--- config.mk ---
export PLATFORM = sky130hd
export DESIGN_NAME = if_id_skid_flat
export DESIGN_NICKNAME = d
export VERILOG_FILES = /design/src/rtl/if_id_skid_if.sv /design/src/rtl/if_id_skid.sv /design/src/flat_wrapper.sv
export SDC_FILE = /design/constraint.sdc
export NUM_CORES = 1
export LEC_CHECK = 0
export CAP_MARGIN = 0
export CELL_PAD_IN_SITES_DETAIL_PLACEMENT = 1
export CELL_PAD_IN_SITES_GLOBAL_PLACEMENT = 2
export CORE_MARGIN = 2
export CORE_UTILIZATION = 38
export DETAILED_ROUTE_END_ITERATION = 10
export PLACE_DENSITY_LB_ADDON = 0.1
export SETUP_SLACK_MARGIN = 0.3
export SLEW_MARGIN = 30
export SYNTH_ARGS = -nofsm -noshare
export SYNTH_HDL_FRONTEND = slang
export SYNTH_SLANG_ARGS = --single-unit
--- constraint.sdc ---
create_clock -name clk -period 7.4 [get_ports clk]
set_input_delay 1.48 -clock clk [delete_from_list [all_inputs] [get_ports clk]]
set_output_delay 1.48 -clock clk [all_outputs]
set_load 0.05 [all_outputs]
--- src/rtl/if_id_skid_if.sv ---
// Fetch-to-decode bus for the IF/ID skid register.
// The fetch side drives the returning instruction; the decode side receives
// the registered copy.
interface if_id_skid_if #(
  parameter int ADDR_W = 32,
  parameter int INST_W = 32
);
  logic [ADDR_W-1:0] if_pc;
  logic [INST_W-1:0] if_inst;
  logic              if_valid;
  logic [ADDR_W-1:0] id_pc;
  logic [INST_W-1:0] id_inst;
  logic              id_valid;

  modport master (
    output if_pc, if_inst, if_valid,
    input  id_pc, id_inst, id_valid
  );

  modport slave (
    input  if_pc, if_inst, if_valid,
    output id_pc, id_inst, id_valid
  );
endinterface

--- src/rtl/if_id_skid.sv ---
// IF/ID pipeline register with an in-order skid FIFO.
// Instructions returning from synchronous memory while decode is held are
// parked in a small circular buffer and replayed in program order once the
// hold releases. A flush empties everything; a sticky flag records drops.
module if_id_skid #(
  parameter int              ADDR_W       = 32,
  parameter int              INST_W       = 32,
  parameter int              DEPTH        = 2,
  parameter int              STALL_W      = 6,
  parameter int              ID_STALL_IDX = 2,
  parameter logic [ADDR_W-1:0] INIT_PC    = ADDR_W'(32'h0000_0000),
  parameter logic [INST_W-1:0] NOP_INST   = INST_W'(32'h0000_0000)
) (
  input  logic                         clk,
  input  logic                         rst,
  input  logic [STALL_W-1:0]           stall,
  input  logic                         flush,
  if_id_skid_if.slave                  bus,
  output logic [$clog2(DEPTH+1)-1:0]   buf_count,
  output logic                         buf_overflow
);

  localparam int PTR_W = (DEPTH > 1) ? $clog2(DEPTH) : 1;
  localparam int CNT_W = $clog2(DEPTH + 1);

  // Pointer advance that wraps at DEPTH rather than at the power of two.
  function automatic logic [PTR_W-1:0] next_ptr(input logic [PTR_W-1:0] p);
    if (p == PTR_W'(DEPTH - 1)) begin
      next_ptr = {PTR_W{1'b0}};
    end else begin
      next_ptr = p + PTR_W'(1);
    end
  endfunction

  logic [ADDR_W-1:0] mem_pc_r   [DEPTH];
  logic [INST_W-1:0] mem_inst_r [DEPTH];
  logic [PTR_W-1:0]  rd_ptr_r;
  logic [PTR_W-1:0]  wr_ptr_r;
  logic [CNT_W-1:0]  count_r;
  logic              overflow_r;
  logic [ADDR_W-1:0] id_pc_r;
  logic [INST_W-1:0] id_inst_r;
  logic              id_valid_r;

  logic hold_s;
  logic empty_s;
  logic full_s;
  logic push_s;
  logic pop_s;
  logic load_in_s;
  logic set_ovf_s;
  logic unused_stall_s;

  assign hold_s         = stall[ID_STALL_IDX];
  assign unused_stall_s = ^stall;
  assign empty_s        = (count_r == {CNT_W{1'b0}});
  assign full_s         = (count_r == CNT_W'(DEPTH));

  // Decide this cycle's FIFO traffic and decode load; flush beats hold beats advance.
  always_comb begin
    push_s    = 1'b0;
    pop_s     = 1'b0;
    load_in_s = 1'b0;
    set_ovf_s = 1'b0;
    if (flush) begin
      // Incoming fetch data is discarded along with the buffer contents.
      push_s = 1'b0;
    end else if (hold_s) begin
      if (bus.if_valid) begin
        if (!full_s) begin
          push_s = 1'b1;
        end else begin
          set_ovf_s = 1'b1;
        end
      end else begin
        push_s = 1'b0;
      end
    end else begin
      if (!empty_s) begin
        // Buffered work goes first; a new arrival queues behind it.
        pop_s  = 1'b1;
        push_s = bus.if_valid;
      end else begin
        load_in_s = bus.if_valid;
      end
    end
  end

  // Skid storage: write the incoming entry at the tail on a push.
  always_ff @(posedge clk or posedge rst) begin
    if (rst) begin
      for (int i = 0; i < DEPTH; i++) begin
        mem_pc_r[i]   <= INIT_PC;
        mem_inst_r[i] <= NOP_INST;
      end
    end else if (push_s) begin
      mem_pc_r[wr_ptr_r]   <= bus.if_pc;
      mem_inst_r[wr_ptr_r] <= bus.if_inst;
    end
  end

  // Pointer and occupancy bookkeeping; flush empties the buffer.
  always_ff @(posedge clk or posedge rst) begin
    if (rst) begin
      rd_ptr_r <= {PTR_W{1'b0}};
      wr_ptr_r <= {PTR_W{1'b0}};
      count_r  <= {CNT_W{1'b0}};
    end else if (flush) begin
      rd_ptr_r <= {PTR_W{1'b0}};
      wr_ptr_r <= {PTR_W{1'b0}};
      count_r  <= {CNT_W{1'b0}};
    end else begin
      if (push_s) begin
        wr_ptr_r <= next_ptr(wr_ptr_r);
      end
      if (pop_s) begin
        rd_ptr_r <= next_ptr(rd_ptr_r);
      end
      case ({push_s, pop_s})
        2'b10:   count_r <= count_r + CNT_W'(1);
        2'b01:   count_r <= count_r - CNT_W'(1);
        default: count_r <= count_r;
      endcase
    end
  end

  // Sticky drop flag, cleared only by flush or reset.
  always_ff @(posedge clk or posedge rst) begin
    if (rst) begin
      overflow_r <= 1'b0;
    end else if (flush) begin
      overflow_r <= 1'b0;
    end else if (set_ovf_s) begin
      overflow_r <= 1'b1;
    end
  end

  // Decode-side register: freeze on hold, else take head, bypass, or bubble.
  always_ff @(posedge clk or posedge rst) begin
    if (rst) begin
      id_pc_r    <= INIT_PC;
      id_inst_r  <= NOP_INST;
      id_valid_r <= 1'b0;
    end else if (flush) begin
      id_pc_r    <= INIT_PC;
      id_inst_r  <= NOP_INST;
      id_valid_r <= 1'b0;
    end else if (hold_s) begin
      id_pc_r    <= id_pc_r;
      id_inst_r  <= id_inst_r;
      id_valid_r <= id_valid_r;
    end else if (pop_s) begin
      id_pc_r    <= mem_pc_r[rd_ptr_r];
      id_inst_r  <= mem_inst_r[rd_ptr_r];
      id_valid_r <= 1'b1;
    end else if (load_in_s) begin
      id_pc_r    <= bus.if_pc;
      id_inst_r  <= bus.if_inst;
      id_valid_r <= 1'b1;
    end else begin
      id_pc_r    <= INIT_PC;
      id_inst_r  <= NOP_INST;
      id_valid_r <= 1'b0;
    end
  end

  assign bus.id_pc    = id_pc_r;
  assign bus.id_inst  = id_inst_r;
  assign bus.id_valid = id_valid_r;
  assign buf_count    = count_r;
  assign buf_overflow = overflow_r;

endmodule

--- src/flat_wrapper.sv ---
// flat-port wrapper written by rule: the top's interface ports become plain ports
module if_id_skid_flat 
#(
  parameter int              ADDR_W       = 32,
  parameter int              INST_W       = 32,
  parameter int              DEPTH        = 2,
  parameter int              STALL_W      = 6,
  parameter int              ID_STALL_IDX = 2,
  parameter logic [ADDR_W-1:0] INIT_PC    = ADDR_W'(32'h0000_0000),
  parameter logic [INST_W-1:0] NOP_INST   = INST_W'(32'h0000_0000)
)
  (clk, rst, stall, flush, buf_count, buf_overflow, bus_if_pc, bus_if_inst, bus_if_valid, bus_id_pc, bus_id_inst, bus_id_valid);
  if_id_skid_if #(.ADDR_W(ADDR_W), .INST_W(INST_W)) bus_i ();
  input  logic clk;
  input  logic rst;
  input  logic [STALL_W-1:0] stall;
  input  logic flush;
  output logic [$clog2(DEPTH+1)-1:0] buf_count;
  output logic buf_overflow;
  input wire logic [$bits(bus_i.if_pc)-1:0] bus_if_pc;
  input wire logic [$bits(bus_i.if_inst)-1:0] bus_if_inst;
  input wire logic [$bits(bus_i.if_valid)-1:0] bus_if_valid;
  output wire logic [$bits(bus_i.id_pc)-1:0] bus_id_pc;
  output wire logic [$bits(bus_i.id_inst)-1:0] bus_id_inst;
  output wire logic [$bits(bus_i.id_valid)-1:0] bus_id_valid;
  assign bus_i.if_pc = bus_if_pc;
  assign bus_i.if_inst = bus_if_inst;
  assign bus_i.if_valid = bus_if_valid;
  assign bus_id_pc = bus_i.id_pc;
  assign bus_id_inst = bus_i.id_inst;
  assign bus_id_valid = bus_i.id_valid;
  if_id_skid #(.ADDR_W(ADDR_W), .INST_W(INST_W), .DEPTH(DEPTH), .STALL_W(STALL_W), .ID_STALL_IDX(ID_STALL_IDX), .INIT_PC(INIT_PC), .NOP_INST(NOP_INST)) u_core (.clk(clk), .rst(rst), .stall(stall), .flush(flush), .bus(bus_i), .buf_count(buf_count), .buf_overflow(buf_overflow));
endmodule
* After elaboration in Yosys (flattened, before gate mapping)
Index checks and enable logic that the tools add are counted.
Operators by class: add/subtract/negate cells 4, $lt $le $gt $ge 3, equal/unequal tests 4, mux-type cells 47, bitwise logic cells 2, reductions and logical operators 6
Operators with widths (count):
- 2-to-1 mux 32 bit | 15
- bitwise mux 64 bit | 2
- demux 32 bit (select 1 bit) | 1
- 2-to-1 mux 1 bit | 27
- nonzero test 2 bit | 3
- equality test 2 bit (second input constant) | 2
- greater-or-equal comparator 2 bit (second input constant) | 2
- NOT 1 -> 2 bit | 2
- case mux 2 bit (2 select lines) | 1
- nonzero test 3 bit | 1
- adder 1 bit (second input constant) | 2
- adder 2 x 1 -> 2 bit (second input constant) | 1
- equality test 2 x 1 -> 1 bit (second input constant) | 1
- logical NOT 2 bit | 1
- less-than comparator 2 x 1 -> 1 bit (second input constant) | 1
- 2-to-1 mux 2 bit | 1
- != test 2 x 1 -> 1 bit (second input constant) | 1
- subtractor 2 x 1 -> 2 bit (second input constant) | 1
- logical AND 1 bit | 1
Storage, ports and cells: bits in registers 198, output and inout port bits 68

* Longest topological paths before layout
word-level depth 8, gate-level depth with buffers 6

* Worst setup path before layout
OpenSTA, ideal clock, no wires.
kind input -> register, start point input port stall[2], end point register u_core.mem_inst_r[0] in the netlist's numbering, data arrival time 2.676 ns, data required time 7.275 ns, path slack 4.599 ns, stages 5, cells stage by stage buf_6 -> xor2_4 -> o2111ai_4 -> buf_6 -> mux2_4
Between the ends: cells in the longest elaborated chain, start to end 2
Ends and longest elaborated chain:
- from (decl) | line flat_wrapper.sv:16 | input logic [STALL_W-1:0] stall;
- 2-to-1 mux 1 bit | line if_id_skid.sv:68 | end else if (hold_s) begin
- 2-to-1 mux 1 bit | line if_id_skid.sv:65 | if (flush) begin
- to (signal, indexed assignment) | line if_id_skid.sv:98 | mem_inst_r[wr_ptr_r] <= bus.if_inst;
- to (decl) | line if_id_skid.sv:36 | logic [INST_W-1:0] mem_inst_r [DEPTH];
No other way between the ends. A chain may end at the register's enable or synchronous reset.

* Worst setup path in the final report
start point input port stall[2], end point register u_core.mem_inst_r[34] in the netlist's numbering
The elaborated chain is that of the path after synthesis.

==> metrics.cfg <==
[run_status]
status = finished clean

[critical_path]
critPathArrivalTime_ps = 4110
startpoint_type = primary input
timing.critical_path.buf_inv = 2
slowest_stage = buf_4
cp_max_fo = 51
crit_chain = clkdlybuf4s50_1 > xor2_4 > o21ai_4 > buf_4 > mux2_2
r2r_cells = 4
critPathCaptureType = register
max_stage_delay_ps = 770
r2r-end = u_core.mem_inst_r[34]$_DFFE_PP0P_
crit_family = buffers and inverters
crit_type = primary input to register
r2r-start = u_core.buf_count[1]$_DFFE_PP0P_
required_ps = 7710
reg2reg_slack_ps = 4750

[clocking]
cts-root-buf = clkbuf_16
ctsHtreeMaxLevel = 4
clockBufferDepth = 2
cts_hold_buf = 0
cts-resized-gates = 0
postCtsSetupBuffers = 0
clk_pin_slew_ps = 70
cts_made_buffers = 17
worst_skew_pair.late_latency_ps = 430
cts_tree = done
clkSinkCount = 198

[drt]
ant_nets = 0
postRouteWirelength_um = 22300
wl_per_cell_um = 22.0
drt-pass1-iter-count = 4
drt-initial-drc-count = 198
wl_met2_um = 11100
wl_met3_um = 941
via_per_inst = 5.53
vias = 5622
drc = 0
top_layer_used = met5
met1Wirelength_um = 10100

[yosys]
synthSimpleGateAreaFrac_pct = 4.40
yosysSeqAreaShare_pct = 56.4
ys_ff_latch = 198
synth.mux.area_fraction_pct = 26.4
syn_area_per_cell_um2 = 14.6
yosysWarnings = 0
ys_top_cells_by_area = dfrtp_1, mux2_4, mux2_2
synth_top_family_by_area = multiplexers
yosysTopAreaCellShare_pct = 56.4
synth_ff_type = dfrtp_1
syn_nets = 677
syn-cell-area_mm2 = 0.00879
syn_inst = 603
synthArstFlopShare_pct = 100
synthTopCellsByCount = dfrtp_1, mux2i_1, a221o_1, nor3_1, mux2_2
synth_largest_area_cell = dfrtp_1
synth-xor-area-share_pct = 0.413
synth_fa_ha_area_share_pct = 0
synth-edff-count = 0
synth.most_common_cell = dfrtp_1
synthDistinctLibCells = 31
synth-compound-area-share_pct = 8.64

[timing]
setup-violations-final = 0
fin_crit_sh_pct = 51.4
max_slew_margin_pct = 37.6
clock-skew-final_ps = 13.9
post-route-min-period_ps = 3800
grt_setup_unrepaired = false
hold_viol = 0
tightest_slew_ps = 937
drv_slew = 0
tns_ps = 0
clock.fmax_mhz = 263

[power]
powerDensity_mw_per_mm2 = 296
design_power_total_mw = 3.22
p_leak_nw = 4.68
ir_drop_mv = 0.118

[cells_and_area]
syn_to_final_growth_pct = 23.8
fillers = 2240
final_net_count = 790
drive_above_1_share_pct = 23.7

[floorplanning]
dieArea_mm2 = 0.0244
pin_count = 142
coreArea_mm2 = 0.0227
die_x_um = 156
initial_core_util_pct = 38.7
die_h_um = 156
num_rows = 55

[global_routing]
grt_pass1_wl_um = 36100
grt_usage_pct = 19.1
grt_max_degree = 125
grt_overflow = 0
antenna_found_initial = 3
grt_pass1_vias = 6396

[worst_hold_path]
hold_path_class = register to register
worstHoldEndpoint = u_core.bus.id_valid$_DFFE_PP0P_
min_from = u_core.bus.id_valid$_DFFE_PP0P_
min_path_cells = 1

[job]
timing.max_cap.violations = 0

[placed_design]
dp_hpwl_um = 12900
portBuffers = 136
gp_congestion = 0.709

==> registers in the layout (all words and copies together), names as in the netlist <==
name                 cells
u_core.mem_inst_r       64
u_core.mem_pc_r         64
u_core.bus.id_inst      32
u_core.bus.id_pc        32
u_core.buf_count         2
u_core.buf_overflow      1
u_core.bus.id_valid      1
u_core.rd_ptr_r          1
u_core.wr_ptr_r          1
==> cell type report <==
cell class / count / area (µm²) / area share (%)
timing repair buffer: 146 / 1440 / 13.2
sequential: 198 / 4960 / 45.6
multi-input combinational: 349 / 3520 / 32.4
clock buffer: 17 / 425 / 3.91
inverter: 4 / 22.5 / 0.207
antenna: 2 / 5.00 / 0.0460
tap: 285 / 357 / 3.28
clock inverter: 15 / 153 / 1.40
==> worst max-delay path by stage <==
stage                     slack (ps)  cells past startpoint      from                                 to
after global routing            3450                      5  stall[2]    u_core.mem_pc_r[59]$_DFFE_PP0P_
after detailed placement        3110                      5  stall[2]    u_core.mem_pc_r[61]$_DFFE_PP0P_
after global placement          3130                      5  stall[2]    u_core.mem_pc_r[62]$_DFFE_PP0P_
final                           3600                      5  stall[2]  u_core.mem_inst_r[34]$_DFFE_PP0P_
after CTS                       3570                      5  stall[2]    u_core.mem_pc_r[61]$_DFFE_PP0P_
after floorplan                  520                      1       rst    u_core.buf_count[0]$_DFFE_PP0P_
==> through the flow <==
stage	utilization (%)	setup WS [ps]	instances	area (µm²)	hold WS, ps
floorplan	-	523	603	8790	464
global route	47.9	3450	1015	10900	514
finish	47.9	3600	1016	10900	499
detailed placement	45.3	3110	982	10300	481
CTS	47.9	3570	1014	10900	503
global placement	45.3	3130	982	10300	473
==> cells in the final DEF, fill, tap and decap left out, types with 2 or more instances in the layout <==
cell	netlist	routed
inv_8	0	5
mux2_4	60	60
dfrtp_1	198	197
buf_4	1	9
clkinv_4	0	3
a221o_1	64	64
inv_1	4	3
nand2_1	2	2
diode_2	0	2
mux2_2	62	62
nor3b_1	2	2
mux2i_1	65	65
nor3_1	64	64
nor2_1	6	5
clkinv_8	0	2
mux2_1	6	6
a21oi_1	2	2
inv_6	0	5
o21ai_0	3	3
clkdlybuf4s50_1	0	135
clkbuf_16	0	17
==> kinds of logic (layout without fill, tap and decap cells) <==
group,count (synthesis),count (layout)
mux,193,193
xor+xnor,2,2
flops,198,198
compound gates,77,77
simple gates,77,77
other cells,0,2
buf+inv,56,182
==> report_power, final <==
group          switching [mW]  total, mW  internal [mW]  leakage (nW)
logic                   0.327      0.764          0.437          1.91
clock network           0.459      0.911          0.452         0.286
registers               0.171       1.54           1.37          2.49
==> worst register-to-register path, delay by kind of cell, from the launching register on <==
family	cells	cell delay, ps
AOI/OAI and AO/OA	1	480
xor gates and xnor gates	1	180
buffers and inverters	1	770
DFF	1	650
muxes	1	450
==> layer usage <==
| layer | vias to the layer above | global-route usage [%] |
|---|---|---|
| met3 | 18 | 5.03 |
| met2 | 96 | 32.7 |
| met4 | 2 | 4.37 |
| met1 | 3008 | 24.3 |
| met5 | - | 0 |
| li1 | 2498 | - |
(Power assumes the default switching activity.)
